**config.mk**
```make
export PLATFORM = sky130hd
export DESIGN_NAME = ifetch_queue
export DESIGN_NICKNAME = d
export VERILOG_FILES = /design/src/rtl/ifq_pkg.sv /design/src/rtl/ifq_storage.sv /design/src/rtl/ifetch_queue.sv
export SDC_FILE = /design/constraint.sdc
export NUM_CORES = 1
export LEC_CHECK = 0
export CORE_MARGIN = 2
export CORE_UTILIZATION = 50
export DETAILED_ROUTE_END_ITERATION = 7
export PLACE_DENSITY = 0.74
export SLEW_MARGIN = 20
export SYNTH_ARGS = -nofsm -noshare
export SYNTH_HDL_FRONTEND = slang
export SYNTH_SLANG_ARGS = --single-unit
```
**constraint.sdc**
```tcl
create_clock -name clock -period 4.41 [get_ports clock]
set_input_delay 0.882 -clock clock [delete_from_list [all_inputs] [get_ports clock]]
set_output_delay 0.882 -clock clock [all_outputs]
set_load 0.03 [all_outputs]
```
**src/rtl/ifq_pkg.sv**
```systemverilog
// Shared definitions for the instruction fetch queue.
//   fetch_state_t : fetch FSM encoding (IDLE, REQ, WAIT)
//   ifq_entry_t   : one queue entry {instruction, pc+4}
//   NOP           : value shown on the head outputs while the queue is empty
//   DEFAULT_DEPTH : default number of queue entries
package ifq_pkg;

  typedef enum logic [1:0] {
    IDLE = 2'd0,
    REQ  = 2'd1,
    WAIT = 2'd2
  } fetch_state_t;

  typedef struct packed {
    logic [31:0] instr;
    logic [31:0] pc_4;
  } ifq_entry_t;

  localparam logic [31:0] NOP           = 32'h0000_0000;
  localparam int          DEFAULT_DEPTH = 4;

endpackage

```
**src/rtl/ifq_storage.sv**
```systemverilog
// Circular buffer of DEPTH {instruction, pc+4} entries.
// Ports:
//   clock, reset       : rising-edge clock, asynchronous active-high reset
//   push, push_data    : append an entry at the tail
//   pop                : drop the head entry
//   flush              : empty the buffer and rewind both pointers (wins)
//   head_data          : entry at the head (show-ahead)
//   count, empty, full : occupancy 0..DEPTH and its derived flags
module ifq_storage
  import ifq_pkg::*;
#(
  parameter int DEPTH = DEFAULT_DEPTH
) (
  input  logic                       clock,
  input  logic                       reset,
  input  logic                       push,
  input  ifq_entry_t                 push_data,
  input  logic                       pop,
  input  logic                       flush,
  output ifq_entry_t                 head_data,
  output logic [$clog2(DEPTH+1)-1:0] count,
  output logic                       empty,
  output logic                       full
);

  localparam int PW = $clog2(DEPTH);
  localparam int CW = $clog2(DEPTH+1);

  ifq_entry_t    mem [DEPTH];
  logic [PW-1:0] head_ptr;
  logic [PW-1:0] tail_ptr;
  logic          do_push;
  logic          do_pop;

  // A push into a full buffer is only legal when the head leaves in the
  // same cycle; DEPTH is a power of two so the pointers wrap naturally.
  assign do_pop  = pop && !empty && !flush;
  assign do_push = push && (!full || do_pop) && !flush;

  assign empty     = (count == '0);
  assign full      = (count == CW'(DEPTH));
  assign head_data = mem[head_ptr];

  always_ff @(posedge clock or posedge reset) begin
    if (reset) begin
      head_ptr <= '0;
      tail_ptr <= '0;
      count    <= '0;
    end else if (flush) begin
      head_ptr <= '0;
      tail_ptr <= '0;
      count    <= '0;
    end else begin
      if (do_pop) begin
        head_ptr <= head_ptr + PW'(1);
      end
      if (do_push) begin
        tail_ptr <= tail_ptr + PW'(1);
      end
      count <= count + CW'(do_push) - CW'(do_pop);
    end
  end

  always_ff @(posedge clock) begin
    if (do_push) begin
      mem[tail_ptr] <= push_data;
    end
  end

endmodule

```
**src/rtl/ifetch_queue.sv**
```systemverilog
// Instruction fetch queue: fetches sequential words from the instruction
// memory into a DEPTH-entry queue and presents the head to dispatch.
// Ports:
//   clock, reset                  : rising-edge clock, async active-high reset
//   Dispatch_ren                  : pop the head entry
//   Dispatch_jmp/Dispatch_jmp_addr: flush the queue and redirect fetch
//   ifetch_intruction/ifetch_pc_4 : head entry (zero when empty)
//   ifetch_empty                  : no valid head entry
//   Ifetch_req/Ifetch_addr        : instruction memory request
//   Icache_gnt                    : request accepted
//   Icache_rvalid/Icache_rdata    : read response
module ifetch_queue
  import ifq_pkg::*;
#(
  parameter int          DEPTH    = DEFAULT_DEPTH,
  parameter logic [31:0] RESET_PC = 32'h0000_0000
) (
  input  logic        clock,
  input  logic        reset,
  input  logic        Dispatch_ren,
  input  logic        Dispatch_jmp,
  input  logic [31:0] Dispatch_jmp_addr,
  output logic [31:0] ifetch_intruction,
  output logic [31:0] ifetch_pc_4,
  output logic        ifetch_empty,
  output logic        Ifetch_req,
  output logic [31:0] Ifetch_addr,
  input  logic        Icache_gnt,
  input  logic        Icache_rvalid,
  input  logic [31:0] Icache_rdata
);

  localparam int CW = $clog2(DEPTH+1);

  fetch_state_t  state;
  fetch_state_t  state_next;
  logic [31:0]   fetch_pc;
  logic [31:0]   fetch_pc_next;
  logic [31:0]   req_addr;
  logic [31:0]   req_addr_next;
  logic          discard;
  logic          discard_next;

  logic          push;
  logic          pop;
  logic          q_empty;
  logic          q_full_unused;
  logic [CW-1:0] count;
  logic [CW-1:0] count_after;
  logic          slot_free;
  ifq_entry_t    head;
  ifq_entry_t    push_entry;
  logic          jmp_addr_unused;

  // Jump targets are forced to word alignment, so the low bits are dropped.
  assign jmp_addr_unused = ^Dispatch_jmp_addr[1:0];

  // A jump flushes the queue, so it suppresses both pop and push.
  assign pop  = Dispatch_ren && !q_empty && !Dispatch_jmp;
  assign push = (state == WAIT) && Icache_rvalid && !discard && !Dispatch_jmp;

  assign push_entry.instr = Icache_rdata;
  assign push_entry.pc_4  = req_addr + 32'd4;

  // Occupancy after this edge. A new request is only launched when this
  // leaves room, which reserves the slot its response will land in.
  assign count_after = count + CW'(push) - CW'(pop);
  assign slot_free   = (count_after < CW'(DEPTH));

  ifq_storage #(
    .DEPTH(DEPTH)
  ) u_storage (
    .clock     (clock),
    .reset     (reset),
    .push      (push),
    .push_data (push_entry),
    .pop       (pop),
    .flush     (Dispatch_jmp),
    .head_data (head),
    .count     (count),
    .empty     (q_empty),
    .full      (q_full_unused)
  );

  assign ifetch_empty      = q_empty;
  assign ifetch_intruction = q_empty ? NOP : head.instr;
  assign ifetch_pc_4       = q_empty ? NOP : head.pc_4;
  assign Ifetch_req        = (state == REQ);
  assign Ifetch_addr       = fetch_pc;

  // Fetch FSM state and address registers.
  always_ff @(posedge clock or posedge reset) begin
    if (reset) begin
      state    <= IDLE;
      fetch_pc <= RESET_PC;
      req_addr <= RESET_PC;
      discard  <= 1'b0;
    end else begin
      state    <= state_next;
      fetch_pc <= fetch_pc_next;
      req_addr <= req_addr_next;
      discard  <= discard_next;
    end
  end

  // Next-state logic. A jump overrides the normal flow: if a request is
  // already accepted and its data has not come back, we must still wait
  // for it (and throw it away) before issuing the redirected fetch.
  always_comb begin
    state_next    = state;
    fetch_pc_next = fetch_pc;
    req_addr_next = req_addr;
    discard_next  = discard;

    case (state)
      IDLE: begin
        if (slot_free) begin
          state_next = REQ;
        end
      end
      REQ: begin
        if (Icache_gnt) begin
          state_next    = WAIT;
          req_addr_next = fetch_pc;
          fetch_pc_next = fetch_pc + 32'd4;
        end
      end
      WAIT: begin
        if (Icache_rvalid) begin
          discard_next = 1'b0;
          state_next   = slot_free ? REQ : IDLE;
        end
      end
      default: begin
        state_next = IDLE;
      end
    endcase

    if (Dispatch_jmp) begin
      fetch_pc_next = {Dispatch_jmp_addr[31:2], 2'b00};
      if (((state == REQ) && Icache_gnt) || ((state == WAIT) && !Icache_rvalid)) begin
        state_next   = WAIT;
        discard_next = 1'b1;
      end else begin
        state_next   = REQ;
        discard_next = 1'b0;
      end
    end
  end

endmodule

```
## Word level (Yosys, flattened, before mapping)

Memories as Yosys holds them, arrays and structs flattened.
Cells that the tools add are included.

- Output and inout bits: 98
- ROM bits: 0
- Bits of input ports: 70
- Memories kept: 1
- Memory bits (writable): 256
- Bits in registers: 74
- Word-level logic and storage cells: 76
- Latch bits: 0

Memories:

| memory | words | bits a word | read ports | clocked after memory_dff | write ports | RTL line | text |
|---|---|---|---|---|---|---|---|
| u_storage.mem | 4 | 64 | 1 | 0 | 1 | ifq_storage.sv:29 | `ifq_entry_t mem [DEPTH];` |

- Reductions and logical operators: 30
- Divide/modulo/power cells: 0
- Bitwise operators: 0
- $lt $le $gt $ge: 1
- Shift operators: 0
- Add/subtract/negate cells: 8
- $mul: 0
- Mux-type cells: 23
- Equality and inequality tests: 6

Operators by type and width:

| operator | count |
|---|---|
| $mux 32 | 5 |
| $add 32x3->32 const B | 2 |
| $mux 2 | 9 |
| $reduce_bool 2->1 | 6 |
| $logic_and 1x1->1 | 11 |
| $mux 1 | 7 |
| $add 3x1->3 | 2 |
| $ne 3x3->1 const B | 2 |
| $pmux 2 s3 | 1 |
| $reduce_and 2->1 | 3 |
| $sub 3x1->3 | 2 |
| $logic_not 1->1 | 5 |
| $add 2x1->2 const B | 2 |
| $eq 3x3->1 const B | 1 |
| $logic_not 3->1 | 1 |
| $lt 3x3->1 const B | 1 |
| $mux 3 | 1 |
| $ne 3x2->1 const B | 1 |
| $reduce_and 3->1 | 1 |
| $eq 2x1->1 const B | 1 |
| $eq 2x2->1 const B | 1 |
| $logic_not 2->1 | 1 |
| $logic_or 1x1->1 | 2 |

## Longest topological paths before layout

Gate-level depths: netlist of run 1.

- Depth in word-level cells: 12
- Gate-level depth with buffers: 11
- Gate-level depth less buffers: 10

## Modules after synthesis

From an unflattened synthesis of run 1, not the netlist that was laid out.

- Cell total of the unflattened synthesis: 895
- Area total of the unflattened synthesis: 13,885.8 um^2

Modules (own cells, without submodules):

| module | cells an instance | seq. area each (um^2) | area an instance (um^2) | times used |
|---|---|---|---|---|
| ifq_storage | 384 | 7,862.5 | 9,724.3 | 1 |
| ifetch_queue | 511 | 1,576.5 | 4,161.5 | 1 |

## Worst setup path before layout of run 1

No wires, ideal clock.

- Path type: input port to flip-flop
- From: in Dispatch_jmp
- To: mem u_storage.mem[0][10] (netlist name), enable pin
- Data arrival time: 3.220 ns
- Required time: 3.984 ns
- Slack: 0.763 ns
- Path buffers: 1
- Library setup time: 0.426 ns
- Cell stages on the path: 5
- Path through: clkbuf_1 -> nor2_1 -> nand3_1 -> a41oi_1 -> and2_1

- Longest elaborated chain between the ends: 9
- Elaborated cells between the ends (all ways): 10
- Classes of those cells: mux (2); reduce/logical (8)

Ends and longest elaborated chain:

| element | RTL line | text |
|---|---|---|
| start: declaration | ifetch_queue.sv:21 | `input logic Dispatch_jmp,` |
| $logic_not 1->1 * | -- |  |
| $logic_and 1x1->1 | ifetch_queue.sv:59 | `assign pop = Dispatch_ren && !q_empty && !Dispatch_jmp;` |
| $logic_and 1x1->1 (2 in a row) | ifq_storage.sv:37 | `assign do_pop = pop && !empty && !flush;` |
| $logic_or 1x1->1 | ifq_storage.sv:38 | `assign do_push = push && (!full \|\| do_pop) && !flush;` |
| $logic_and 1x1->1 | ifq_storage.sv:38 |  |
| $logic_and 1x1->1 * | ifq_storage.sv:38 |  |
| $mux 1 * | ifq_storage.sv:65 | `if (do_push) begin` |
| $mux 1 (not written as such) * | ifq_storage.sv:66 | `mem[tail_ptr] <= push_data;` |
| end: declaration | ifq_storage.sv:29 |  |

Mark *: on every way between the ends. The rest lies on a longest branch, timed or not.

## Worst setup path after layout of run 1

- From: reg u_storage.head_ptr[1]
- To: out ifetch_pc_4[30]

- Longest elaborated chain between the ends: 2

Ends and longest elaborated chain:

| element | RTL line | text |
|---|---|---|
| start: declaration | ifq_storage.sv:30 | `logic [PW-1:0] head_ptr;` |
| start signal: assignment | ifq_storage.sv:55 | `head_ptr <= head_ptr + PW'(1);` |
| $mem_v2 4x64 | -- |  |
| $mux 32 | ifetch_queue.sv:87 | `assign ifetch_pc_4 = q_empty ? NOP : head.pc_4;` |
| end: declaration | ifetch_queue.sv:24 | `output logic [31:0] ifetch_pc_4,` |

No other way between the ends.

==> key figures, run 1 <==
Timing
  – Slew @ Worst Pin: about 1.1 ns
  – Period minus WS final: approximately 3.6 ns
  – Final Hold Fails: 0
  – Final TNS setup: 0 ns
  – Worst slew margin relative to its limit: 0.2572
  – Max Fclk: 0.2772 GHz
  – Hold slack: between 0.5 and 0.6 ns
  – RSZ-0062 raised after global routing: false
  – Period utilization: 0.8179
  – Clock skew: 0.007952 ns
  – Final setup viols: 0
  – Final slew viol count: 0

Synth
  – Adder-cell share of the synthesized area: 0.01083
  – Fraction of the yosys area taken by sequential cells: 0.6864
  – Top-count cell post-synth: edfxtp_1
  – Synth Flop Type: edfxtp_1
  – YS warnings: 0
  – Ys async rst share: 0.2201
  – Yosys top cell area share: 0.5557
  – Top post-synthesis cells by area: edfxtp_1 56%, dfrtp_1 13%, mux4_2 10%, and2_1 3.1%, nand2_1 3.0%
  – Simple-Gate Fraction of Synth Area: 0.1152
  – Synth Area in Compound Gates: 0.02876
  – XOR/XNOR Fraction of Synth Area: 0.02810
  – Mux contribution to synthesized area: 0.1065
  – Netlist cell types: 47
  – Cell Area, Synth: ~13000 um^2
  – Syn_area_per_cell: 15.46 um^2
  – Largest family of logic cells by synthesized area: simple AND/OR/NAND/NOR gates
  – Largest area contributor in the netlist: edfxtp_1
  – Synth Register Bits: 318
  – Post-synth EDFFs: 248
  – Synth Instances: 867
  – Top cells by count, synth: 248 x edfxtp_1, 106 x nand2_1, 70 x dfrtp_1

Pwr
  – Clock Power Share: 0.288
  – Leakage: 5.691 nW
  – Seq pwr share: 0.408
  – Max VDD drop: 0.0003143 V
  – P_sw: approximately 3.0 mW
  – Sw frac: 0.3158
  – Internal: 6.528 mW
  – Part of the power in combinational logic: 0.305
  – Power density over the cells: 578.3 nW/um^2

Placed design
  – GPL Wtd Cong: 0.7846
  – HPWL after DPL: 15890 um
  – Port Buffer Count: 161
  – Placed insts: about 1300

Layout
  – Multi-input logic area: about 4000 um^2
  – Syn-to-layout area delta: 23.13%
  – Reg area: just over 9000 um^2
  – Final non-filler cell total: about 1400
  – Nets@finish: 1115
  – Share of cells above drive strength 1: 0.1379
  – Fillers: 1936
  – ANT cells: 0

Job
  – # Max-Cap Violations: 0

Drt
  – DR iter-0 viols: 656
  – Remaining antenna violation count: 0
  – Drt wl/cell: between 15 and 20 um
  – DR DRC count: 0
  – Routed wl met3: roughly 1400 um
  – Via count: 7694
  – Uppermost layer routed: met4
  – Final wirelength: 25800 um
  – Via density: 5.519
  – Routed wl met2: 12060 um
  – Met1 wire length: 11900 um
  – Initial DRT Pass Iterations: 5

Critical path
  – Crit Path Class: flop to output pin
  – Arrival time of the worst setup path: 2.72 ns
  – Slowest cell on crit path: dfrtp_2
  – Worst endpoint required time: ~3.5 ns
  – Worst path max stage delay: 0.70 ns
  – Maximum fanout along the worst path: 46
  – Crit. End Element: output pin
  – CP Launch Type: flop
  – CP Cell Sequence: buf_12 -> mux4_2 -> and2_1 -> clkdlybuf4s50_1
  – Number of cells on the worst reg-to-reg path: 10

GRT
  – Largest net degree at the start of global routing: 66
  – Global-route total usage across every layer: 0.1878
  – GR Overflow Total: 0
  – Initial antenna violation count: 0
  – Vias in the first global route: 7779
  – First-pass GRT wire length: 41310 um

Floorplanning
  – Initial Util: 0.5114
  – Core ar.: 26210 um^2
  – Die outline height: around 170 um
  – Ports: 168
  – Row cnt: 59
  – Chip width: about 170 um
  – Die area: 28130 um^2

CTS
  – TritonCTS clock tree: built
  – Hold-fix buffers, CTS: 0
  – Clk Latency, worst-skew pair: 0.50 ns
  – Post-CTS sizing: 0
  – TritonCTS buffer count: 34
  – Register clock-pin slew on the reported worst setup and hold paths: 0.06 ns
  – Setup Buffers After CTS: 0
  – Max clock buf depth: 3
  – H-tree lvl count: 2
  – Sink Count: 318
  – CTS root buf: clkbuf_16

Status
  – Outcome: finished, final reports clean

Worst hold path
  – Hold depth: 2
  – Worst min-delay path class: flop to flop
## kinds of logic after synthesis
kind of cell | after synthesis
DFF | 318
and+or+nand+nor | 296
buffers and inverters | 72
muxes | 65
AOI/OAI and AO/OA | 61
xor gates and xnor gates | 43
adders and majority gates | 11
other | 1
## cell usage in the layout (no fill, tap or decap), types with 12 or more instances in the layout
cell and n:
clkbuf_16 37, xor2_1 15, mux4_2 62, inv_1 20, o31ai_1 12, o21ai_0 16, or4_1 20, edfxtp_1 248
a31oi_1 14, xnor2_1 28, nand2_1 106, nor2_1 30, buf_4 13, and2_1 63, dfrtp_1 68, nand3_1 29
clkdlybuf4s50_1 161
## layout make-up
class	instances	share of cell area
sequential	318	0.5578
multi-input combinational	480	0.2367
timing repair buffer	178	0.1084
clock buffer	47	0.06066
tap	335	0.02540
clock inverter	14	0.006066
inverter	22	0.005005
## final timing paths
path / endpoint / slack (ns) / start
worst max-delay path: ifetch_pc_4[30] / 0.80 / u_storage.head_ptr[1]
worst min-delay path: req_addr[31] / 0.50 / req_addr[31]
worst max register to register: u_storage.count[2] / 1.79 / u_storage.count[1]
worst min register to register: req_addr[31] / 0.50 / req_addr[31]
max in group asynchronous: Ifetch_addr[2] / 2.97 / reset
min in group asynchronous: u_storage.count[2] / 0.72 / reset
## power by group through the flow
| stage | clock, mW | sequential [mW] | combinational [mW] |
|---|---|---|---|
| 5_1_grt | 2.93 | 3.93 | 3.17 |
| 3_5_place_dp | 0 | 3.94 | 2.96 |
| 4_1_cts | 2.81 | 3.89 | 2.97 |
| 6_report | 2.75 | 3.89 | 2.91 |
| 3_3_place_gp | 0 | 3.93 | 2.90 |
| 2_1_floorplan | 0 | 3.92 | 1.89 |
## metal layers
metal  global-route usage  vias up
met5                    0        -
met4              0.05028        0
met3              0.03143       35
met2               0.2970      252
met1               0.2745     3803
li1                     -     3604
## registers in the layout (all words and copies together), names as in the netlist
register            cells
u_storage.count         3
u_storage.head_ptr      2
req_addr               30
discard                 1
u_storage.tail_ptr      2
Ifetch_addr            30
u_storage.mem         248
state                   2
## worst max-delay path: cells and delay by family, from the launching register on
family / cells / cell delay (ns)
AND/OR/NAND/NOR: 1 / 0.18
multiplexers: 1 / 0.40
buffers and inverters: 2 / 0.94
flip-flops: 1 / 0.70
## per-stage QoR
stage / util / cell area (um^2) / setup WS, ns / power, mW
2_1_floorplan: - / 13410 / 0.7632 / 5.807
3_3_place_gp: 0.5874 / 15390 / 0.9869 / 6.838
3_5_place_dp: 0.5874 / 15390 / 0.9555 / 6.903
4_1_cts: 0.6295 / 16500 / 0.6008 / 9.658
5_1_grt: 0.6296 / 16500 / 0.6793 / 10.02
6_report: 0.6296 / 16500 / 0.8031 / 9.542
Note: power is estimated with default switching activity, not from simulation.
==> run 2: changes to the inputs <==
--- a/config.mk
+++ b/config.mk
@@ -8,7 +8,7 @@
 export CORE_MARGIN = 2
 export CORE_UTILIZATION = 50
 export DETAILED_ROUTE_END_ITERATION = 7
-export PLACE_DENSITY = 0.74
+export PLACE_DENSITY = 0.77
 export SLEW_MARGIN = 20
 export SYNTH_ARGS = -nofsm -noshare
 export SYNTH_HDL_FRONTEND = slang
==> constraint.sdc (replaced) <==
create_clock -name clock -period 3.3 [get_ports clock]
set_input_delay 0.66 -clock clock [delete_from_list [all_inputs] [get_ports clock]]
set_output_delay 0.66 -clock clock [all_outputs]
set_load 0.03 [all_outputs]
==> key figures, run 2 (same netlist as run 1, synthesis figures left out) <==
Layout
  – Most flops, register: u_storage.mem (unchanged)
  – Share of cells above drive strength 1: 0.1437 (was 0.1379)
  – Largest register FFs: 248 (unchanged)
  – Nets@finish: 1127 (was 1115)
  – Syn-to-layout area delta: 25.56% (was 23.13%)
  – Most frequent cells in the layout: 248 x edfxtp_1, 120 x clkdlybuf4s50_1, 106 x nand2_1 (was 248 x edfxtp_1, 161 x clkdlybuf4s50_1, 106 x nand2_1)
  – Fillers: 1880 (was 1936)
  – Final core occ: 0.6421 (was 0.6296)
  – ANT cells: 0 (unchanged)
  – Commonest non-fill, non-tap cell in the layout: edfxtp_1 (unchanged)

Drt
  – Final wirelength: 26650 um (was 25800 um)
  – Drt wl/cell: 18.94 um (was 18.51 um)
  – DR DRC count: 0 (unchanged)
  – Via density: 5.490 (was 5.519)
  – Via count: 7725 (was 7694)
  – Initial DRT Pass Iterations: 5 (unchanged)
  – Remaining antenna violation count: 0 (unchanged)
  – DR iter-0 viols: 577 (was 656)

Placed design
  – GPL Wtd Cong: 0.7961 (was 0.7846)
  – Port Buffer Count: 161 (unchanged)
  – Setup WS pre-CTS: 0.3031 ns (was 0.9555 ns)
  – HPWL after DPL: 16980 um (was 15890 um)

Pwr
  – Clock Power Share: 0.300 (was 0.288)
  – Seq pwr share: 0.401 (was 0.408)
  – Leakage: 6.415 nW (was 5.691 nW)
  – Max VDD drop: 0.0004108 V (was 0.0003143 V)
  – Sw frac: 0.3121 (was 0.3158)
  – Internal: 8.945 mW (was 6.528 mW)
  – Part of the power in combinational logic: 0.299 (was 0.305)
  – P_sw: 4.058 mW (was 3.014 mW)
  – Power density over the cells: 772.7 nW/um^2 (was 578.3 nW/um^2)

Timing
  – Period utilization: 0.9702
  – Worst slew margin relative to its limit: 0.4606 (was 0.2572)
  – Clock skew: 0.01800 ns (was 0.007952 ns)
  – Final worst slack: 0.09824 ns (was 0.8031 ns)
  – Max Fclk: 0.3123 GHz
  – Final slew viol count: 0 (unchanged)
  – Final TNS setup: 0 ns (unchanged)
  – Period minus WS final: 3.202 ns
  – Final setup viols: 0 (unchanged)
  – Slew @ Worst Pin: 0.8024 ns (was 1.104 ns)
  – Final Hold Fails: 0 (unchanged)
  – RSZ-0062 raised after global routing: false (unchanged)

Critical path
  – Arrival time of the worst setup path: 2.54 ns (was 2.72 ns)
  – Crit. End Element: output pin (unchanged)
  – Worst endpoint required time: 2.64 ns (was 3.53 ns)
  – Maximum fanout along the worst path: 17 (was 46)
  – CP Launch Type: flop (unchanged)
  – Crit Path Class: flop to output pin (unchanged)

Job
  – # Max-Cap Violations: 0 (unchanged)

CTS
  – H-tree lvl count: 2 (unchanged)
  – Register clock-pin slew on the reported worst setup and hold paths: 0.06 ns (about the same)
  – TritonCTS buffer count: 34 (unchanged)
  – Sink Count: 318 (unchanged)
  – CTS root buf: clkbuf_16 (unchanged)
  – TritonCTS clock tree: built (unchanged)
  – Max clock buf depth: 3 (unchanged)
  – Clk Latency, worst-skew pair: 0.51 ns (was 0.50 ns)

Floorplanning
  – Ports: 168 (unchanged)
  – Die area: 28130 um^2 (unchanged)
  – Die outline height: 167.7 um (unchanged)
  – Core ar.: 26210 um^2 (unchanged)
  – Row cnt: 59 (unchanged)
  – Initial Util: 0.5114 (unchanged)
  – Chip width: 167.7 um (unchanged)

Status
  – Outcome: finished, final reports clean (unchanged)

GRT
  – Global-route total usage across every layer: 0.1933 (was 0.1878)
  – Largest net degree at the start of global routing: 66 (unchanged)
  – Initial antenna violation count: 0 (unchanged)
  – GR Overflow Total: 0 (unchanged)
  – First-pass GRT wire length: 42290 um (was 41310 um)
  – Vias in the first global route: 7884 (was 7779)

Worst hold path
  – Worst min-delay path class: flop to flop (unchanged)
==> run 2: cell types whose count changed in the layout (fill, tap and decap cells not counted), sizes merged <==
cell	previous run	this run
bufinv	1	5
clkdlybuf4s50	161	120
dlygate4sd2	0	8
dlymetal6s2s	0	33
clkinv	11	12
clkinvlp	3	1
buf	17	29
clkbuf	47	45
==> run 2: stage by stage <==
step / cell area [um^2] / power [mW] / hold WS [ns] / instances
CTS: 16740 / 13.18 / 0.5070 / 1407
finish: 16830 / 13.00 / 0.5080 / 1407
global route: 16830 / 13.61 / 0.5430 / 1407
global placement: 15570 / 9.190 / 0.4979 / 1343
floorplan: 13420 / 7.758 / 0.4674 / 870
detailed placement: 15570 / 9.277 / 0.4923 / 1343
==> run 2: path summary, 6_finish.rpt <==
| check | from | to | slack (ns) | cells past startpoint |
|---|---|---|---|---|
| worst max-delay path | u_storage.head_ptr[0] | ifetch_pc_4[26] | 0.1 | 4 |
| worst min-delay path | req_addr[31] | req_addr[31] | 0.51 | 2 |
| worst max register to register | u_storage.count[1] | state[0] | 0.64 | 11 |
| worst min register to register | req_addr[31] | req_addr[31] | 0.51 | 2 |
| max in group asynchronous | reset | Ifetch_addr[25] | 2.06 | 3 |
| min in group asynchronous | reset | Ifetch_addr[11] | 0.58 | 2 |
==> run 2: what timing repair did <==
item | CTS | global route
hold buffers | 0 | 0
pin swaps | 0 | 0
setup endpoints to repair | 55 | 33
buffers inserted | 2 | 0
resized for setup | 9 | 33
==> run 2: metal layers <==
layer | vias to the layer above | part of all wire | track usage
li1 | 3617 | - | -
met1 | 3844 | 0.45 | 0.2695
met2 | 227 | 0.48 | 0.3164
met3 | 37 | 0.052 | 0.03734
met4 | 0 | 0.017 | 0.05180
met5 | - | 0 | 0
==> run 2: power by group through the flow <==
| stage | Sequential (mW) | Clock, mW | Combinational [mW] |
|---|---|---|---|
| after floorplan | 5.23 | 0 | 2.52 |
| after global placement | 5.29 | 0 | 3.90 |
| after detailed placement | 5.31 | 0 | 3.97 |
| after CTS | 5.21 | 3.98 | 3.99 |
| after global routing | 5.26 | 4.13 | 4.22 |
| final | 5.22 | 3.90 | 3.88 |
==> run 2: area by class of cell <==
type                            instances  area, um^2  area share
Inverter                               22       82.58    0.004907
Clock inverter                         17       205.2     0.01219
Sequential cell                       318        9204      0.5470
Tap cell                              335       419.2     0.02491
Clock buffer                           45       955.9     0.05681
Timing Repair Buffer                  190        2056      0.1222
Multi-Input combinational cell        480        3905      0.2321
==> run 2: worst max-delay path, cell delays in order (launching register included) <==
cell and delay (ns):
dfrtp_4 0.53, buf_12 0.21, mux4_2 0.50, and2_1 0.16, clkdlybuf4s50_1 0.62
